### src/rtl/audio_clip_engine.sv
// audio_clip_engine: slot-partitioned clip record/playback engine driving a word-addressed memory port
module audio_clip_engine #(
  parameter int SAMPLE_BITS = 12,
  parameter int ADDR_BITS = 23,
  parameter int SLOT_SEL_BITS = 2
) (
  input  logic Clock,
  input  logic Reset,
  input  logic Record,
  input  logic Play,
  input  logic Stop,
  input  logic Loop,
  input  logic [SLOT_SEL_BITS-1:0] Slot,
  input  logic SampleTick,
  input  logic [SAMPLE_BITS-1:0] SampleIn,
  output logic MemReq,
  output logic MemWrite,
  output logic [ADDR_BITS-1:0] MemAddr,
  output logic [SAMPLE_BITS-1:0] MemWData,
  input  logic MemAck,
  input  logic [SAMPLE_BITS-1:0] MemRData,
  output logic [SAMPLE_BITS-1:0] SampleOut,
  output logic SampleOutValid,
  output logic Recording,
  output logic Playing,
  output logic Idle,
  output logic Full,
  output logic Overrun,
  output logic [2**SLOT_SEL_BITS-1:0] SlotValid
);
  localparam int OFF_BITS = ADDR_BITS - SLOT_SEL_BITS;
  localparam int LEN_BITS = OFF_BITS + 1;
  localparam int SLOTS = 2**SLOT_SEL_BITS;
  localparam logic [LEN_BITS-1:0] CAP = {1'b1, {OFF_BITS{1'b0}}};
  localparam logic [2:0] IDLE = 3'd0, REC_WAIT = 3'd1, REC_WR = 3'd2, PLAY_WAIT = 3'd3, PLAY_RD = 3'd4;
  logic [2:0] state, nextState;
  logic [SLOT_SEL_BITS-1:0] slotReg;
  logic loopReg, stopPending, ack, stopNow, busy;
  logic [LEN_BITS-1:0] offset, offsetInc;
  logic [LEN_BITS-1:0] len [SLOTS];
  assign ack = MemAck & MemReq;
  assign stopNow = Stop | stopPending;
  assign busy = state == REC_WR || state == PLAY_RD;
  assign offsetInc = offset + LEN_BITS'(1);
  always_comb begin
    nextState = IDLE;
    case (state)
      IDLE:      nextState = Record ? REC_WAIT : (Play && len[Slot] != '0) ? PLAY_WAIT : IDLE;
      REC_WAIT:  nextState = Stop ? IDLE : SampleTick ? REC_WR : REC_WAIT;
      REC_WR:    nextState = !ack ? REC_WR : (offsetInc == CAP || stopNow) ? IDLE : REC_WAIT;
      PLAY_WAIT: nextState = Stop ? IDLE : SampleTick ? PLAY_RD : PLAY_WAIT;
      PLAY_RD:   nextState = !ack ? PLAY_RD : (stopNow || (offsetInc == len[slotReg] && !loopReg)) ? IDLE : PLAY_WAIT;
      default:   nextState = IDLE;
    endcase
  end
  always_ff @(posedge Clock) begin
    if (Reset) begin
      state <= IDLE;
      slotReg <= '0;
      loopReg <= 1'b0;
      stopPending <= 1'b0;
      offset <= '0;
      for (int i = 0; i < SLOTS; i++) len[i] <= '0;
      MemReq <= 1'b0;
      MemWrite <= 1'b0;
      MemAddr <= '0;
      MemWData <= '0;
      SampleOut <= '0;
      SampleOutValid <= 1'b0;
      Recording <= 1'b0;
      Playing <= 1'b0;
      Idle <= 1'b1;
      Full <= 1'b0;
      Overrun <= 1'b0;
      SlotValid <= '0;
    end else begin
      state <= nextState;
      Recording <= nextState == REC_WAIT || nextState == REC_WR;
      Playing <= nextState == PLAY_WAIT || nextState == PLAY_RD;
      Idle <= nextState == IDLE;
      SampleOutValid <= 1'b0;
      Full <= 1'b0;
      stopPending <= busy && !ack && stopNow;
      if (ack) MemReq <= 1'b0;
      if (busy && SampleTick) Overrun <= 1'b1;
      case (state)
        IDLE: begin
          if (nextState != IDLE) begin
            slotReg <= Slot;
            loopReg <= Loop;
            offset <= '0;
            Overrun <= 1'b0;
          end
          if (Record) begin
            len[Slot] <= '0;
            SlotValid[Slot] <= 1'b0;
          end
        end
        REC_WAIT, PLAY_WAIT: begin
          if (!Stop && SampleTick) begin
            MemReq <= 1'b1;
            MemWrite <= state == REC_WAIT;
            MemAddr <= {slotReg, offset[OFF_BITS-1:0]};
            if (state == REC_WAIT) MemWData <= SampleIn;
          end
        end
        REC_WR: begin
          if (ack) begin
            len[slotReg] <= offsetInc;
            SlotValid[slotReg] <= 1'b1;
            offset <= offsetInc;
            Full <= offsetInc == CAP;
          end
        end
        PLAY_RD: begin
          if (ack) begin
            SampleOut <= MemRData;
            SampleOutValid <= 1'b1;
            offset <= offsetInc == len[slotReg] ? '0 : offsetInc;
          end
        end
        default: ;
      endcase
    end
  end
endmodule

### config.mk
export PLATFORM = sky130hd
export DESIGN_NAME = audio_clip_engine
export DESIGN_NICKNAME = d
export VERILOG_FILES = /design/src/rtl/audio_clip_engine.sv
export SDC_FILE = /design/constraint.sdc
export NUM_CORES = 1
export LEC_CHECK = 0
export ABC_AREA = 1
export CORE_ASPECT_RATIO = 1.4
export CORE_MARGIN = 2
export CORE_UTILIZATION = 60
export DETAILED_ROUTE_END_ITERATION = 8
export GPL_TIMING_DRIVEN = 0
export PLACE_DENSITY = 0.92
export SLEW_MARGIN = 15
export SYNTH_ARGS = -nofsm -noshare
export SYNTH_HDL_FRONTEND = slang
export SYNTH_SLANG_ARGS = --single-unit
### constraint.sdc
create_clock -name Clock -period 7.5 [get_ports Clock]
set_input_delay 2.25 -clock Clock [delete_from_list [all_inputs] [get_ports Clock]]
set_output_delay 2.25 -clock Clock [all_outputs]
set_load 0.01 [all_outputs]
==> qor.txt, run 1 <==
Type of the worst min-delay path: reg -> reg
Net Count, Synth: 1195
1st-iter DRT viols: 909
Post-layout net count: 1306
Core Area: 14300 sq um
R2r setup slk: 4.01 ns
Die H: 147 microns
Multi-input gate area in the final layout: 3650 sq um
Final hold vios: 0
Via Count: 8530
Slew @ Worst Pin: 0.974 ns
Setup Crit Path Kind: in -> reg
H-tree depth: 4
Hold-fix buffers, CTS: 0
Post-synthesis register bit count: 178
Ys Warns: 0
Max Buffers Root-to-Sink: 2
Worst r2r path cells: 12
Fin cells: 1473
Crit path max fanout: 22
Clock skew: 0.0131 ns
Largest area contributor in the netlist: edfxtp_1
Fin crit period: 5.06 ns
Pre-antenna DRT Iters: 6
Place WS: 2.02 ns
Gr usage total: 0.334
Sequential cell area: 4440 sq um
Post-layout util: 0.733
Top-area cell type share of the netlist area: 0.303
Max-Cap Viols: 0
CP arrival: 5.03 ns
Post-DP HPWL: 18900 microns
Area grow syn2layout: 20.1%
Synth area leaders: edfxtp_1 (30%), dfxtp_1 (21%), nand2_1 (12%), nor2_1 (9.4%), nand3_1 (6.0%)
Clock Pin Slew Worst Setup and Hold Paths: 0.07 ns
Crit. End Element: flip-flop
Synthesized area per cell: 7.53 sq um
Die area: 15500 sq um
# diodes: 0
Headroom to the max-slew limit: 0.349
Hold path cells: 2
Total grt overflow: 0
Final setup viols: 0
Vias in the first global route: 8175
Routability cong.: 0.958
Hold endpoint: loopReg$_SDFFE_PP0P_
Req. time, crit path: 7.47 ns
Boundary pin count: 93
Post CTS Setup Buffer Count: 0
Via-per-instance ratio: 5.79
Layout cell share with drive strength beyond 1: 0.0561
Sink Count: 178
# port buffers: 91
RSZ-0062 raised after global routing: false
Post-Route WL: 25600 microns
Die X: 106 microns
Yosys cell types: 41
CTS Buf Count: 17
Post-Syn Area: 8730 sq um
Post_cts resized: 0
Cell Pwr Density: 238 nW/um^2
Fill count: 1048
Syn Inst Count: 1160
R2r endpoint: len[1][11]$_SDFFCE_PN0P_
Fmax: 198 MHz
Final worst-path cycle share: 0.675
Routed wire length per instance: 17.4 microns
Root Buffer: clkbuf_16
Final TNS setup: 0 ns
Setup ws final: 2.44 ns
Outcome: completed
Core Rows: 52
WHS: 0.462 ns
Async set-reset flop share out of synthesis: 0
First-pass GRT wire length: 40200 microns
Post-route DRC: 0
Max-slew violations: 0
CTS tree: built
Sequential area share after synthesis: 0.509
Placed cell count: 1441
Ys flop type: dfxtp_1
Reg-to-Reg Start: state[1]$_SDFF_PP0_
Pin count of the biggest net entering global routing: 23
CP startpoint kind: input port
Peak VDD IR: 0.000196 V
Post-route ant nets: 0
Initial antenna violation count: 0
Hold path startpoint: loopReg$_SDFFE_PP0P_
Static leakage: 4.18 nW
Initial core utilization: 0.610
Post-synth EDFFs: 88
Clk Latency, worst-skew pair: 0.45 ns
==> synthesized netlist by cell type (2+ instances only) <==
cell type  instances
inv_2              6
inv_1            112
nor2_2             6
o21ai_1            3
nor2_1           218
nor2_4             2
nand2_1          270
buf_1              3
a211oi_1           4
xor2_1             2
nor3_1             5
a21oi_1           72
dfxtp_1           90
clkbuf_1          35
buf_2              9
o211ai_1           5
nand3_1          104
o21ai_0           74
nand4_1           18
nand2_2            6
edfxtp_1          88
nand3b_1           8
buf_4              2
==> worst max-delay path, stage by stage <==
cell	delay, ns
clkdlybuf4s50_1	0.47
nand2_1	0.12
nor2_2	0.15
inv_1	0.07
nor2_2	0.15
inv_2	0.09
o32ai_1	0.38
or2_1	0.20
clkbuf_1	0.24
buf_2	0.28
nand2_1	0.60
==> per-stage QoR <==
| stage | area [sq um] | power (mW) |
|---|---|---|
| 3_3_place_gp | 9880 | 1.59 |
| 4_1_cts | 10500 | 2.48 |
| 2_1_floorplan | 8730 | 1.44 |
| 6_report | 10500 | 2.50 |
| 5_1_grt | 10500 | 2.58 |
| 3_5_place_dp | 9910 | 1.61 |
==> cells by family after synthesis <==
kind of cell	share of synthesized area
buffers and inverters	0.0744
XOR/XNOR	0.00301
AND/OR/NAND/NOR	0.313
adder cells (fa/ha/maj)	0.00143
flip-flops	0.509
AO/OA/AOI/OAI	0.0996
==> cells in the final DEF (no fill, tap or decap), drive strengths merged <==
cell / netlist / routed
nor2: 227 / 227
nor3: 6 / 6
a221oi: 1 / 1
o211ai: 5 / 5
a211oi: 4 / 4
nand3b: 8 / 8
clkinvlp: 0 / 1
or2: 2 / 2
edfxtp: 88 / 88
xor2: 2 / 2
buf: 14 / 15
clkinv: 1 / 5
ha: 1 / 1
nor4: 1 / 1
nand4: 18 / 18
a21boi: 1 / 1
clkdlybuf4s50: 0 / 91
a22oi: 1 / 1
xnor2: 1 / 1
inv: 118 / 128
o22ai: 1 / 1
a21oi: 73 / 73
and2: 1 / 1
nand3: 105 / 105
o21ai: 78 / 78
clkbuf: 35 / 52
nand2: 277 / 277
o32ai: 1 / 1
dfxtp: 90 / 90
==> metal layers <==
layer | routed length (microns) | GRT usage | share of wire | vias up
met5 | 0 | 0 | 0 | -
met4 | 1340 | 0.180 | 0.052 | 0
met2 | 12800 | 0.585 | 0.50 | 593
li1 | - | - | - | 4007
met3 | 2670 | 0.0643 | 0.10 | 108
met1 | 8830 | 0.383 | 0.34 | 3822
==> state kept, by name (all words and copies together), names as in the netlist, named ones only <==
name / flops
Idle: 1
SlotValid: 4
Recording: 1
Full: 1
MemWrite: 1
stopPending: 1
MemAddr: 23
len: 88
loopReg: 1
MemWData: 12
Playing: 1
SampleOutValid: 1
SampleOut: 12
slotReg: 2
Overrun: 1
offset: 22
MemReq: 1
state: 3
==> area by class of cell <==
class / count / share of cell area
plain buffers: 49 / 0.0193
clock buffers: 17 / 0.0406
clock inverters: 15 / 0.0148
inverters: 119 / 0.0426
multi-input cells: 814 / 0.348
flip-flops and latches: 178 / 0.424
well taps: 189 / 0.0225
repair buffers: 92 / 0.0883
==> how the worst max path moves through the flow <==
stage / from / to / slack, ns / depth (start not counted)
CTS: MemAck / len[1][10]$_SDFFCE_PN0P_ / 2.47 / 11
global placement: MemAck / len[3][3]$_DFFE_PP_ / 1.58 / 8
global route: Record / len[1][10]$_SDFFCE_PN0P_ / 2.18 / 9
finish: MemAck / len[1][11]$_SDFFCE_PN0P_ / 2.44 / 11
detailed placement: MemAck / len[1][6]$_SDFFCE_PN0P_ / 2.02 / 11
floorplan: Reset / len[3][0]$_DFFE_PP_ / 2.57 / 5
==> power by group <==
group          switching (mW)  internal, mW  leakage [nW]
Clock                   0.440         0.447         0.285
Sequential             0.0563          1.09          1.65
Combinational           0.316         0.151          2.24
Power figures use the tool's default switching activity.
==> run 2: changes to the inputs <==
--- a/config.mk
+++ b/config.mk
@@ -8,10 +8,10 @@
 export ABC_AREA = 1
 export CORE_ASPECT_RATIO = 1.4
 export CORE_MARGIN = 2
-export CORE_UTILIZATION = 60
+export CORE_UTILIZATION = 51
 export DETAILED_ROUTE_END_ITERATION = 8
 export GPL_TIMING_DRIVEN = 0
-export PLACE_DENSITY = 0.92
+export PLACE_DENSITY = 0.84
 export SLEW_MARGIN = 15
 export SYNTH_ARGS = -nofsm -noshare
 export SYNTH_HDL_FRONTEND = slang
==> constraint.sdc (replaced) <==
create_clock -name Clock -period 4.1 [get_ports Clock]
set_input_delay 1.23 -clock Clock [delete_from_list [all_inputs] [get_ports Clock]]
set_output_delay 1.23 -clock Clock [all_outputs]
set_load 0.01 [all_outputs]
==> run 2 against run 1 <==
Setup slack got worse by 2.1 ns; via count decreased by 4.1%; global-route usage decreased by 5.4 points; die area increased by 17%; sequential cell count unchanged; first-iteration DRC count decreased by 17%; sequential power increased by 82%; non-clock buffer count unchanged; cell area increased by 0.49%; cell count increased by 0.95%; critical endpoint is now len[0][15]$_SDFFCE_PN0P_.
==> qor.txt, run 2 (synthesized netlist as in run 1, its figures left out) <==
Sequential cell area: 4440 sq um (unchanged)
RSZ-0062 raised after global routing: false (unchanged)
Vias in the first global route: 7898 (was 8175)
Max Buffers Root-to-Sink: 2 (unchanged)
Via Count: 8180 (was 8530)
Pre-antenna DRT Iters: 6 (unchanged)
Seq pwr share: 0.453 (was 0.458)
Final TNS setup: 0 ns (unchanged)
Post-route ant nets: 0 (unchanged)
Post-route design area: 10500 sq um (about the same)
Multi-input gate area in the final layout: 3660 sq um (was 3650 sq um)
Pin count of the biggest net entering global routing: 23 (unchanged)
Most common cell after layout, fill and taps aside: nand2_1 (unchanged)
Total grt overflow: 0 (unchanged)
Clk Latency, worst-skew pair: 0.43 ns (was 0.45 ns)
Req. time, crit path: 4.17 ns (was 7.47 ns)
Gr usage total: 0.280 (was 0.334)
Reg with most FFs: len (unchanged)
Initial core utilization: 0.521 (was 0.610)
First-pass GRT wire length: 39800 microns (was 40200 microns)
Peak VDD IR: 0.000355 V (was 0.000196 V)
Place WS: -0.465 ns (was 2.02 ns)
Comb pwr share: 0.182 (was 0.187)
Crit path max fanout: 22 (unchanged)
Max-Cap Viols: 0 (unchanged)
# port buffers: 91 (unchanged)
Fmax: 262 MHz
Post-Route WL: 25200 microns (was 25600 microns)
Post CTS Setup Buffer Count: 0 (unchanged)
Boundary pin count: 93 (unchanged)
CP startpoint kind: input port (unchanged)
Fill count: 1408 (was 1048)
Routed wire length per instance: 17.0 microns (was 17.4 microns)
Post-route DRC: 0 (unchanged)
Die area: 18200 sq um (was 15500 sq um)
Clock skew: 0.00988 ns (was 0.0131 ns)
CTS tree: built (unchanged)
Final hold vios: 0 (unchanged)
Max-slew violations: 0 (unchanged)
Setup Crit Path Kind: in -> reg (unchanged)
Fin crit period: 3.81 ns
Initial antenna violation count: 0 (unchanged)
H-tree depth: 4 (unchanged)
Area grow syn2layout: 20.7% (was 20.1%)
Post-DP HPWL: 19000 microns (was 18900 microns)
# diodes: 0 (unchanged)
Internal: 3.15 mW (was 1.69 mW)
Cell Pwr Density: 438 nW/um^2 (was 238 nW/um^2)
Via-per-instance ratio: 5.50 (was 5.79)
Largest register FFs: 88 (unchanged)
Layout cell share with drive strength beyond 1: 0.0584 (was 0.0561)
Static leakage: 4.18 nW (about the same)
Root Buffer: clkbuf_16 (unchanged)
Post-layout net count: 1306 (unchanged)
Core Rows: 56 (was 52)
Slew @ Worst Pin: 0.785 ns (was 0.974 ns)
CP arrival: 3.88 ns (was 5.03 ns)
CTS Buf Count: 17 (unchanged)
Outcome: completed (unchanged)
Die H: 159 microns (was 147 microns)
Final setup viols: 0 (unchanged)
Die X: 115 microns (was 106 microns)
Sw Share: 0.319 (was 0.325)
1st-iter DRT viols: 752 (was 909)
Crit. End Element: flip-flop (unchanged)
Highest-count cells in the layout ignoring fill and taps: nand2_1 (267), nor2_1 (218), inv_1 (112) (was nand2_1 (270), nor2_1 (218), inv_1 (112))
Regs by FF count: len x88, MemAddr x23, offset x22 (unchanged)
DP Area: 9920 sq um (was 9910 sq um)
Routability cong.: 0.944 (was 0.958)
Setup ws final: 0.289 ns (was 2.44 ns)
Power share of the clock group: 0.365 (was 0.355)
Sink Count: 178 (unchanged)
P_sw: 1.47 mW (was 0.812 mW)
Headroom to the max-slew limit: 0.475 (was 0.349)
Core Area: 16700 sq um (was 14300 sq um)
Type of the worst min-delay path: reg -> reg (unchanged)
Clock Pin Slew Worst Setup and Hold Paths: 0.07 ns (about the same)
Final worst-path cycle share: 0.929
==> run 2: per-layer routing <==
metal  wire length, microns  track usage  up-vias
li1                       -            -     4006
met1                   9450        0.342     3718
met2                  13000        0.492      388
met3                   1930       0.0466       68
met4                    825       0.0987        0
met5                      0            0        -
==> run 2: what timing repair did <==
action                     CTS  global route
gates resized for setup      1             2
hold buffers                 0             0
setup endpoints to repair   22            44
==> run 2: cell type report <==
| class | count | area share |
|---|---|---|
| timing repair buffer | 92 | 0.0875 |
| inverter | 119 | 0.0424 |
| clock buffer | 17 | 0.0404 |
| buffer | 49 | 0.0192 |
| multi-input combinational | 814 | 0.347 |
| clock inverter | 15 | 0.0176 |
| sequential | 178 | 0.422 |
| tap | 203 | 0.0241 |
==> run 2: critical path, stage by stage <==
cell and delay [ns]:
clkdlybuf4s50_1 0.45, inv_1 0.07, nor2_1 0.19, inv_1 0.08, o32ai_1 0.66, nand2_1 0.33
clkbuf_1 0.34, nand2_2 0.51
==> run 2: power groups by stage <==
stage               clock [mW]  sequential (mW)  combinational (mW)
floorplan                    0             2.11               0.522
global placement             0             2.13               0.801
detailed placement           0             2.13               0.822
CTS                       1.68             2.09               0.831
global route              1.76             2.11               0.925
finish                    1.69             2.09               0.842
==> run 2: worst paths after layout <==
path,startpoint,end,slack (ns),cells after the start
setup / recovery,Record,len[0][15]$_SDFFCE_PN0P_,0.29,8
hold / removal,SampleOut[11]$_SDFFE_PP0P_,SampleOut[11]$_SDFFE_PP0P_,0.46,2
setup reg to reg,state[1]$_SDFF_PP0_,len[0][15]$_SDFFCE_PN0P_,0.85,11
hold reg to reg,SampleOut[11]$_SDFFE_PP0P_,SampleOut[11]$_SDFFE_PP0P_,0.46,2
==> run 2: stage by stage <==
| step | power (mW) | hold WS, ns | utilization | cells |
|---|---|---|---|---|
| 6_report | 4.62 | 0.462 | 0.629 | 1487 |
| 5_1_grt | 4.79 | 0.490 | 0.629 | 1487 |
| 4_1_cts | 4.60 | 0.463 | 0.629 | 1487 |
| 3_5_place_dp | 2.95 | 0.452 | 0.592 | 1455 |
| 3_3_place_gp | 2.93 | 0.444 | 0.591 | 1454 |
| 2_1_floorplan | 2.64 | 0.430 | - | 1160 |
==> run 3: changes to the inputs <==
--- a/config.mk
+++ b/config.mk
@@ -8,10 +8,10 @@
 export ABC_AREA = 1
 export CORE_ASPECT_RATIO = 1.4
 export CORE_MARGIN = 2
-export CORE_UTILIZATION = 51
+export CORE_UTILIZATION = 45
 export DETAILED_ROUTE_END_ITERATION = 8
 export GPL_TIMING_DRIVEN = 0
-export PLACE_DENSITY = 0.84
+export PLACE_DENSITY = 0.76
 export SLEW_MARGIN = 15
 export SYNTH_ARGS = -nofsm -noshare
 export SYNTH_HDL_FRONTEND = slang
==> run 3 against run 2 <==
Setup slack improved by 0.073 ns; sequential cell count did not move; register-to-register slack improved by 0.06 ns; critical path type unchanged.
==> qor.txt, run 3 (synthesized netlist as in run 1, its figures left out) <==
Outcome: completed (unchanged)
Area grow syn2layout: 21.3% (was 20.7%)
Total grt overflow: 0 (unchanged)
Cell chain of the critical path: clkdlybuf4s50_1, nand2_1, nor2_2, inv_1, nor2_2, inv_2, o21ai_2, inv_1, or2_1, clkbuf_1, buf_2, nand2_2 (was clkdlybuf4s50_1, inv_1, nor2_1, inv_1, o32ai_1, nand2_1, clkbuf_1, nand2_2)
Fill count: 1758 (was 1408)
Place WS: -0.639 ns (was -0.465 ns)
Post-DP HPWL: 19500 microns (was 19000 microns)
Post-layout net count: 1306 (unchanged)
Final hold vios: 0 (unchanged)
Peak VDD IR: 0.000280 V (was 0.000355 V)
Max Buffers Root-to-Sink: 2 (unchanged)
Reg with most FFs: len (unchanged)
Highest-count cells in the layout ignoring fill and taps: nand2_1 (267), nor2_1 (218), inv_1 (112) (unchanged)
Final TNS setup: 0 ns (unchanged)
Via-per-instance ratio: 5.34 (was 5.50)
Crit. End Element: flip-flop (unchanged)
Initial antenna violation count: 0 (unchanged)
Die area: 20600 sq um (was 18200 sq um)
Post-route DRC: 0 (unchanged)
Max-slew violations: 0 (unchanged)
R2r setup slk: 0.91 ns (was 0.85 ns)
Max-Cap Viols: 0 (unchanged)
RSZ-0062 raised after global routing: false (unchanged)
Req. time, crit path: 4.16 ns (was 4.17 ns)
# diodes: 0 (unchanged)
Clock Pin Slew Worst Setup and Hold Paths: 0.07 ns (about the same)
Post-route ant nets: 0 (unchanged)
Core Area: 19100 sq um (was 16700 sq um)
Fmax: 268 MHz (was 262 MHz)
Setup Crit Path Kind: in -> reg (unchanged)
Type of the worst min-delay path: reg -> reg (unchanged)
Hold path startpoint: SampleOut[6]$_SDFFE_PP0P_ (was SampleOut[11]$_SDFFE_PP0P_)
H-tree depth: 4 (unchanged)
Final setup viols: 0 (unchanged)
Most common cell after layout, fill and taps aside: nand2_1 (unchanged)
Power share of the clock group: 0.356 (was 0.365)
Boundary pin count: 93 (unchanged)
Met2 GRT Util: 0.452 (was 0.492)
Die X: 122 microns (was 115 microns)
Routed wire length per instance: 16.9 microns (was 17.0 microns)
Crit path max fanout: 22 (unchanged)
Layout cell share with drive strength beyond 1: 0.0592 (was 0.0584)
Sw Share: 0.315 (was 0.319)
Die H: 169 microns (was 159 microns)
Cell with the largest stage delay on the worst path: clkdlybuf4s50_1 (was o32ai_1)
1st-iter DRT viols: 707 (was 752)
Largest register FFs: 88 (unchanged)
CP arrival: 3.80 ns (was 3.88 ns)
Post-layout util: 0.553 (was 0.629)
Root Buffer: clkbuf_16 (unchanged)
Slew @ Worst Pin: 0.755 ns (was 0.785 ns)
Post-Route WL: 25900 microns (was 25200 microns)
Global Route met3 Usage: 0.0384 (was 0.0466)
Headroom to the max-slew limit: 0.497 (was 0.475)
Cell Pwr Density: 432 nW/um^2 (was 438 nW/um^2)
Via Count: 8178 (was 8180)
Critical Path Max Stage Delay: 0.47 ns (was 0.66 ns)
Critical path buffers and inverters: 6 (was 4)
Vias in the first global route: 7816 (was 7898)
Final worst-path cycle share: 0.912 (was 0.929)
Regs by FF count: len x88, MemAddr x23, offset x22 (unchanged)
CP startpoint kind: input port (unchanged)
Power Total: 4.58 mW (was 4.62 mW)
Clk Latency, worst-skew pair: 0.44 ns (was 0.43 ns)
Internal: 3.14 mW (was 3.15 mW)
Sink Count: 178 (unchanged)
Seq pwr share: 0.457 (was 0.453)
CP delay by family, top: simple AND/OR/NAND/NOR gates (unchanged)
First-pass GRT wire length: 40900 microns (was 39800 microns)
Static leakage: 4.17 nW (was 4.18 nW)
Post CTS Setup Buffer Count: 0 (unchanged)
# port buffers: 91 (unchanged)
Reg-to-Reg Start: state[1]$_SDFF_PP0_ (unchanged)
P_sw: 1.44 mW (was 1.47 mW)
Setup ws final: 0.362 ns (was 0.289 ns)
Comb pwr share: 0.186 (was 0.182)
Pin count of the biggest net entering global routing: 23 (unchanged)
Crit path from: MemAck (was Record)
CTS tree: built (unchanged)
CTS Buf Count: 17 (unchanged)
Most used routing layer: met2 (unchanged)
Fin crit period: 3.74 ns (was 3.81 ns)
Clock skew: 0.0143 ns (was 0.00988 ns)
Core Rows: 60 (was 56)
Met1 global-route usage: 0.305 (was 0.342)
Gr usage total: 0.258 (was 0.280)
Initial core utilization: 0.456 (was 0.521)
Routability cong.: 0.957 (was 0.944)
Pre-antenna DRT Iters: 6 (unchanged)
-- run 3: cell count changes in the layout (fill, tap and decap cells not counted), sizes merged --
cell	delta
clkinvlp	+2
inv	+1
clkinv	-3
-- run 3: routing by layer --
metal,routed length (microns),share of wire,vias up
met3,1700,0.066,71
li1,-,-,4010
met1,9940,0.38,3755
met5,0,0,-
met2,13000,0.50,342
met4,1270,0.049,0
-- run 3: path summary, 6_finish.rpt --
| check | end | cells past startpoint |
|---|---|---|
| setup / recovery | len[1][14]$_SDFFCE_PN0P_ | 12 |
| hold reg to reg | SampleOut[6]$_SDFFE_PP0P_ | 2 |
| hold / removal | SampleOut[6]$_SDFFE_PP0P_ | 2 |
| setup reg to reg | len[1][14]$_SDFFCE_PN0P_ | 13 |
-- run 3: final cells by class --
type                       count  area (sq um)  share of cell area
sequential                   178          4440               0.420
timing repair buffer          92           926              0.0874
tap                          248           310              0.0293
buffer                        49           203              0.0191
clock inverter                15           163              0.0154
multi-input combinational    814          3670               0.347
clock buffer                  17           425              0.0402
inverter                     119           447              0.0422
-- run 3: timing repair --
item                                    4_1_cts  5_1_grt
endpoints found under the hold margin         0        0
gates resized for setup                       3        2
endpoints found under the setup margin       66       44
hold buffers                                  0        0
-- run 3: power by group through the flow --
stage	Clock, mW	Combinational (mW)	Sequential, mW
6_report	1.63	0.853	2.09
2_1_floorplan	0	0.522	2.11
3_5_place_dp	0	0.833	2.13
3_3_place_gp	0	0.814	2.13
5_1_grt	1.70	0.943	2.11
4_1_cts	1.63	0.842	2.09
-- run 3: metrics by stage --
stage	instances	instance area, sq um	hold WS, ns
after CTS	1532	10600	0.459
after floorplan	1160	8730	0.430
after detailed placement	1500	9980	0.449
after global routing	1532	10600	0.480
after global placement	1499	9950	0.449
final	1532	10600	0.463
-- run 3: worst min-delay path, delay by kind of cell (launching register included) --
kind               cells  cell delay, ns
DFF                    1            0.31
and+or+nand+nor        1            0.06
AOI/OAI and AO/OA      1            0.05
